`src/rtl/hilo_muldiv_unit.sv`:
```
// rtl/hilo_muldiv_unit.sv - iterative radix-2 multiply/divide unit owning HI/LO (optional MULDIV_EARLY_OUT_EN)
module hilo_muldiv_unit #(
  parameter int WIDTH = 32,
  parameter int CNT_W = 6
) (
  input  logic             clk,
  input  logic             rst_n,
  input  logic             start,
  input  logic [1:0]       op,
  input  logic [WIDTH-1:0] gr1,
  input  logic [WIDTH-1:0] gr2,
  input  logic             hi_we,
  input  logic             lo_we,
  input  logic [WIDTH-1:0] wdata,
  output logic             busy,
  output logic             done,
  output logic [WIDTH-1:0] hi,
  output logic [WIDTH-1:0] lo,
  output logic             zero,
  output logic             negative,
  output logic             overflow,
  output logic             div_by_zero
);

  typedef enum logic [1:0] {S_IDLE, S_CALC, S_FIX} state_t;

  localparam logic [CNT_W-1:0] LAST_ITER = CNT_W'(WIDTH - 1);

  state_t             state;
  logic [1:0]         op_q;
  logic [WIDTH-1:0]   mag_b;      // multiplicand or divisor magnitude
  logic [2*WIDTH-1:0] acc;        // {partial product high | remainder, multiplier | quotient}
  logic [CNT_W-1:0]   cnt;
  logic               res_neg;
  logic               rem_neg;
  logic               ovf_q;
  logic               dz_q;

  logic               a_neg, b_neg, dz_in;
  logic [WIDTH-1:0]   mag_a_in, mag_b_in;
  logic [WIDTH-1:0]   mul_add;
  logic [WIDTH:0]     mul_sum, div_sh, div_diff;
  logic [2*WIDTH-1:0] mul_next, div_next, prod_fix;
  logic [WIDTH-1:0]   quo_fix, rem_fix, fix_hi, fix_lo;

  // Operand magnitudes, one iteration step of each datapath, and final sign correction
  always_comb begin
    a_neg    = ~op[0] & gr1[WIDTH-1];
    b_neg    = ~op[0] & gr2[WIDTH-1];
    mag_a_in = a_neg ? -gr1 : gr1;
    mag_b_in = b_neg ? -gr2 : gr2;
    dz_in    = op[1] && (gr2 == '0);

    mul_add  = acc[0] ? mag_b : {WIDTH{1'b0}};
    mul_sum  = {1'b0, acc[2*WIDTH-1:WIDTH]} + {1'b0, mul_add};
    mul_next = {mul_sum, acc[WIDTH-1:1]};

    div_sh   = {acc[2*WIDTH-1:WIDTH], acc[WIDTH-1]};
    div_diff = div_sh - {1'b0, mag_b};
    div_next = div_diff[WIDTH] ? {div_sh[WIDTH-1:0], acc[WIDTH-2:0], 1'b0}
                               : {div_diff[WIDTH-1:0], acc[WIDTH-2:0], 1'b1};

    prod_fix = res_neg ? -acc : acc;
    quo_fix  = res_neg ? -acc[WIDTH-1:0] : acc[WIDTH-1:0];
    rem_fix  = rem_neg ? -acc[2*WIDTH-1:WIDTH] : acc[2*WIDTH-1:WIDTH];
    fix_hi   = op_q[1] ? rem_fix : prod_fix[2*WIDTH-1:WIDTH];
    fix_lo   = op_q[1] ? quo_fix : prod_fix[WIDTH-1:0];
  end

  // Control FSM, iteration datapath, HI/LO registers and result flags
  always_ff @(posedge clk or negedge rst_n) begin
    if (!rst_n) begin
      state       <= S_IDLE;
      op_q        <= 2'b00;
      mag_b       <= '0;
      acc         <= '0;
      cnt         <= '0;
      res_neg     <= 1'b0;
      rem_neg     <= 1'b0;
      ovf_q       <= 1'b0;
      dz_q        <= 1'b0;
      busy        <= 1'b0;
      done        <= 1'b0;
      hi          <= '0;
      lo          <= '0;
      zero        <= 1'b0;
      negative    <= 1'b0;
      overflow    <= 1'b0;
      div_by_zero <= 1'b0;
    end else begin
      done <= 1'b0;
      // mthi/mtlo land first so that a completing operation in the same edge wins
      if (!busy) begin
        if (hi_we) hi <= wdata;
        if (lo_we) lo <= wdata;
      end
      case (state)
        S_IDLE: begin
          if (start) begin
            op_q    <= op;
            mag_b   <= mag_b_in;
            res_neg <= a_neg ^ b_neg;
            rem_neg <= a_neg;
            ovf_q   <= (op == 2'b10) && (gr1 == {1'b1, {(WIDTH-1){1'b0}}}) && (gr2 == {WIDTH{1'b1}});
            dz_q    <= dz_in;
            cnt     <= '0;
            if (dz_in) begin
              state <= S_FIX;
`ifdef MULDIV_EARLY_OUT_EN
            end else if (!op[1] && (mag_a_in == '0 || mag_b_in == '0)) begin
              acc   <= '0;
              state <= S_FIX;
            end else if (op[1] && (mag_a_in < mag_b_in)) begin
              acc   <= {mag_a_in, {WIDTH{1'b0}}};
              state <= S_FIX;
`endif
            end else begin
              acc   <= {{WIDTH{1'b0}}, mag_a_in};
              busy  <= 1'b1;
              state <= S_CALC;
            end
          end
        end
        S_CALC: begin
          acc <= op_q[1] ? div_next : mul_next;
          cnt <= cnt + 1'b1;
          if (cnt == LAST_ITER) state <= S_FIX;
        end
        S_FIX: begin
          done  <= 1'b1;
          busy  <= 1'b0;
          state <= S_IDLE;
          if (dz_q) begin
            div_by_zero <= 1'b1;
            zero        <= 1'b0;
            negative    <= 1'b0;
            overflow    <= 1'b0;
          end else begin
            hi          <= fix_hi;
            lo          <= fix_lo;
            div_by_zero <= 1'b0;
            overflow    <= ovf_q;
            zero        <= op_q[1] ? (fix_lo == '0) : ({fix_hi, fix_lo} == '0);
            negative    <= op_q[0] ? 1'b0 : (op_q[1] ? fix_lo[WIDTH-1] : fix_hi[WIDTH-1]);
          end
        end
        default: state <= S_IDLE;
      endcase
    end
  end

endmodule

```
`config.mk`:
```
export PLATFORM = sky130hd
export DESIGN_NAME = hilo_muldiv_unit
export DESIGN_NICKNAME = d
export VERILOG_FILES = /design/src/rtl/hilo_muldiv_unit.sv
export SDC_FILE = /design/constraint.sdc
export NUM_CORES = 1
export LEC_CHECK = 0
export CORE_ASPECT_RATIO = 0.8
export CORE_MARGIN = 2
export CORE_UTILIZATION = 63
export CTS_CLUSTER_SIZE = 28
export DETAILED_ROUTE_END_ITERATION = 8
export MAX_ROUTING_LAYER = met4
export PLACE_DENSITY = 0.9
export SYNTH_ARGS = -nofsm -noshare
export SYNTH_HDL_FRONTEND = slang
export SYNTH_SLANG_ARGS = --single-unit
export TNS_END_PERCENT = 100
```
`constraint.sdc`:
```
create_clock -name clk -period 5.86 [get_ports clk]
set_input_delay 1.172 -clock clk [delete_from_list [all_inputs] [get_ports clk]]
set_output_delay 1.172 -clock clk [all_outputs]
set_load 0.01 [all_outputs]
```
[After elaboration in Yosys (flattened, before gate mapping)]
Cells that the tools add are included.
Widths: inputs -> output; s select.
Cells by class
  add/subtract/negate cells: 8
  mux-type cells: 38
  bitwise logic cells: 4
  equal/unequal tests: 9
  reductions and logical operators: 14
Operators by type and width (number)
  $mux 32: 15
  $mux 64: 5
  $neg 32->32: 4
  $pmux 64 s2: 1
  $eq 32x32->1 const B: 2
  $logic_not 32->1: 2
  $logic_not 64->1: 1
  $neg 64->64: 1
  $add 32x32->33: 1
  $sub 33x32->33: 1
  $pmux 6 s2: 1
  $mux 1: 10
  $add 6x1->6 const B: 1
  $eq 6x5->1 const B: 1
  $mux 2: 3
  $mux 6: 1
  $ne 2x2->1 const B: 3
  $reduce_and 2->1: 3
  $reduce_and 3->1: 2
  $eq 2x2->1 const B: 2
  $pmux 2 s2: 1
  $reduce_bool 2->1: 2
  $logic_and 1x1->1: 3
  $and 1x1->1: 2
  other kinds (5): 5
Storage, ports and cells
  bits in registers: 180
  input port bits: 103
  output and inout port bits: 70
  word-level logic and storage cells: 90

[Depth between registers and ports, before layout]
  word-level depth: 6
  gate-level depth with buffers: 14
  gate-level depth less buffers: 13

[Least setup slack after synthesis]
Ideal clock, no wire load.
  path type: input port to flip-flop
  from: in gr2[0]
  to: reg acc[0]
  cell stages on the path: 12
  data arrival time: 3933 ps
  path buffers: 2
  data required time: 5718 ps
  setup time: 142 ps
  path slack: 1785 ps
  path through: inv_1 -> ha_1 -> or3b_2 -> nor3_1 -> nand3b_1 -> or3_1 -> nor3_2 -> nand4b_1 -> a31oi_2 -> buf_2 -> buf_2 -> o221ai_1
On the way
  word-level cells in the longest chain between the ends: 4
Ends and longest elaborated chain
  start, declared: line 11  | input logic [WIDTH-1:0] gr2,
  $logic_not 32->1: line 52  | dz_in = op[1] && (gr2 == '0);
  $logic_and 1x1->1: line 52
  $ne 2x2->1 (no source line)
  $reduce_and 3->1 (no source line)
  end signal, assigned: line 118  | acc <= {{WIDTH{1'b0}}, mag_a_in};
  end signal, assigned: line 125  | acc <= op_q[1] ? div_next : mul_next;
  end, declared: line 32  | logic [2*WIDTH-1:0] acc;
Every way passes these cells.
A chain may end at the register's enable or synchronous reset.

[Worst setup path after layout]
  from: in gr2[1]
  to: reg acc[1]
Same word-level chain as after synthesis.

==> flow_summary.toml <==
[run_status]
status = "completed"

[cts]
cts.repair.resized = 0
cts_inserted_buffers = 17
cts.clk_slew.worst_paths_ns = 0.08
cts_tree = "done"
clockBufferDepth = 2
cts_hold_buf = 0
clock-sinks = 180
clk_latency_ns = 0.44
htreeDepth = 4
postCtsSetupBuffers = 0
cts-root-buf = "clkbuf_16"

[timing]
worst_pin_slew_ns = 1.113
finalMaxSlewViolations = 0
fin_crit_sh_pct = 80.83
setup_viol_count_final = 0
finalSetupTns_ns = 0
skew_ns = 0.01488
period_needed_ns = 4.737
fmax_mhz = 211.1
max_slew_margin_pct = 25.81
rsz0062_at_grt = "no"
finalHoldViolCount = 0

[synthesis]
async_flop_share_pct = 100.0
syn_nets = 2166
yosysMostFrequentCell = "nand2_1"
ys_seq_elements = 180
ys_top_cells_by_area = "dfrtp_1 (29%), mux2i_1 (6.6%), nand2_1 (6.3%)"
synth_top_area_share_pct = 28.73
synthesis.area_um2 = 15680
synth_common_cells = "nand2_1 (262), o21ai_0 (193), dfrtp_1 (180), nor2_1 (128), xnor2_1 (106)"
yosys_most_used_dff = "dfrtp_1"
synth_cell_types = 76
yosys_warnings = 0
syn_inst = 1991
yosysTopAreaCell = "dfrtp_1"
synth_area_per_cell_um2 = 7.875
synth_edf_count = 0
seq_area_frac_synth_pct = 28.73

[drt]
ant_nets = 0
highest_layer = "met4"
wl_per_cell_um = 21.86
dr_wl_met3_um = 7169
drt_first_iter_violations = 2407
dr_wl_met2_um = 22120
dr.pass1.iters = 7
wl_met1_um = 22300
vias = 16410
remaining_drc_errors = 0
wl_um = 52610
avgViaCountPerCell = 6.816

[finish]
final_core_util_pct = 74.20
antenna_cells = 0
seq_area_um2 = 4506
final_cell_area_um2 = 18090
drive_gt1_share_pct = 3.782
area_delta_synth_final_pct = 15.35
nets = 2251
fillers = 1844
multi_input_area_um2 = 10450

[die]
die_w_um = 180.4
start_util_pct = 64.32
core_um2 = 24380
rows = 51
ios = 173
fp.dieH_um = 145.1
die_area_um2 = 26170

[place]
numPortBuffers = 172
gp_congestion = 1.060
place_hpwl_um = 39750
placed_cell_area_um2 = 17500

[global_route]
grt_pass1_wl_um = 82710
overflow = 0
antenna_found_initial = 0
grt_max_degree = 99
grt_pass1_vias = 14930
grt_usage_pct = 40.40

[hold_path]
holdCritPathClass = "reg -> reg"

[power]
switching_share_pct = 52.09
p_clk_share_pct = 9.8
ir_drop_v = 0.0004987
p_leak_nw = 7.521
power.density_nw_per_um2 = 667.6
netSwitchingPower_mw = 6.289
p_comb_share_pct = 66.8
p_int_mw = 5.785
seq_power_share_pct = 23.4

[worst_setup_path]
cp.arrival_ns = 5.06
reg2reg_depth = 14
crit_fanout = 64
reg2reg_to = "acc[43]$_DFFE_PN0P_"
required_ns = 6.18
end_kind = "flip-flop"
cp-start-kind = "input port"
worstSetupPathType = "in -> reg"
critPathLaunch = "gr2[1]"
rrSetupSlack_ns = 1.26
r2r_start = "acc[31]$_DFFE_PN0P_"
cp-endpoint = "acc[1]$_DFFE_PN0P_"

[job]
drv_cap = 0
[registers in the layout (all words and copies together) (netlist names), 2 cells and up]
register,flops
acc,64
cnt,6
hi,32
lo,32
mag_b,32
op_q,2
state,2
[worst min path at each step]
stage / end / startpoint / cells past startpoint / slack [ns]
finish: mag_b[15]$_DFFE_PN0P_ / mag_b[15]$_DFFE_PN0P_ / 2 / 0.48
global route: cnt[5]$_DFFE_PN0P_ / cnt[5]$_DFFE_PN0P_ / 1 / 0.51
CTS: mag_b[2]$_DFFE_PN0P_ / mag_b[2]$_DFFE_PN0P_ / 2 / 0.49
detailed placement: negative$_DFFE_PN0P_ / op_q[0]$_DFFE_PN0P_ / 1 / 0.47
global placement: negative$_DFFE_PN0P_ / op_q[0]$_DFFE_PN0P_ / 1 / 0.45
floorplan: negative$_DFFE_PN0P_ / op_q[0]$_DFFE_PN0P_ / 1 / 0.43
[cells in the final DEF (no fill, tap or decap), types with 24 or more instances in the layout]
| cell type | count |
|---|---|
| nand2_1 | 261 |
| nand3_1 | 47 |
| inv_1 | 74 |
| a21o_1 | 33 |
| or3_1 | 30 |
| dfrtp_1 | 179 |
| nor2_1 | 126 |
| a211oi_1 | 32 |
| a31oi_1 | 25 |
| clkdlybuf4s50_1 | 171 |
| o21ai_0 | 193 |
| mux2i_1 | 104 |
| nor4_1 | 24 |
| ha_1 | 70 |
| xor2_1 | 55 |
| nor3_1 | 48 |
| o21ai_1 | 34 |
| o31ai_1 | 29 |
| nand4_1 | 34 |
| a21oi_1 | 91 |
| xnor2_1 | 106 |
[metrics by stage]
step	power, mW	setup WS (ns)	instances	hold slack [ns]
after CTS	11.73	1.147	2407	0.4867
after floorplan	8.020	1.785	1991	0.4320
after global placement	10.24	0.8818	2375	0.4522
after detailed placement	10.51	0.6935	2375	0.4692
after global routing	12.81	0.8492	2407	0.5085
final	12.07	1.123	2407	0.4828
[worst max-delay path, cell delays in order]
cell and delay [ns]:
clkdlybuf4s50_1 0.45, inv_1 0.08, ha_1 0.15, or3b_2 0.46, nor3_1 0.43, nand3b_1 0.21, or3_1 0.41, nor3_2 0.32
nand4b_1 0.28, a31oi_4 0.28, buf_4 0.52, a311oi_1 0.09, a21o_1 0.18
[metal layers]
metal | vias to the layer above | track usage (%)
met4 | 0 | 8.589
li1 | 7393 | -
met2 | 1094 | 56.91
met5 | - | -
met3 | 120 | 10.94
met1 | 7799 | 58.13
[area by class of cell]
type                       instances  area share [%]
multi-input combinational       1614           57.80
inverter                          74           1.536
tap                              318           2.200
sequential                       180           24.91
clock buffer                      18           2.373
clock inverter                    14          0.8786
timing repair buffer             189           10.30
[logic make-up (layout without fill, tap and decap cells)]
logic type                 count (synthesis)  after routing  share of synthesized area, %
muxes                                    107            107                         6.855
adders and majority gates                 72             72                         5.842
buffers and inverters                    197            295                         4.964
AOI/OAI and AO/OA                        580            580                         23.03
xor gates and xnor gates                 162            162                         9.050
DFF                                      180            180                         28.73
and+or+nand+nor                          693            693                         21.53
[power groups by stage]
stage,Combinational (mW),Sequential (mW),Clock (mW)
final,8.06,2.83,1.19
after global routing,8.69,2.88,1.24
after CTS,7.79,2.77,1.17
after detailed placement,7.72,2.79,0
after global placement,7.49,2.75,0
after floorplan,5.65,2.37,0
Power figures use the tool's default switching activity.
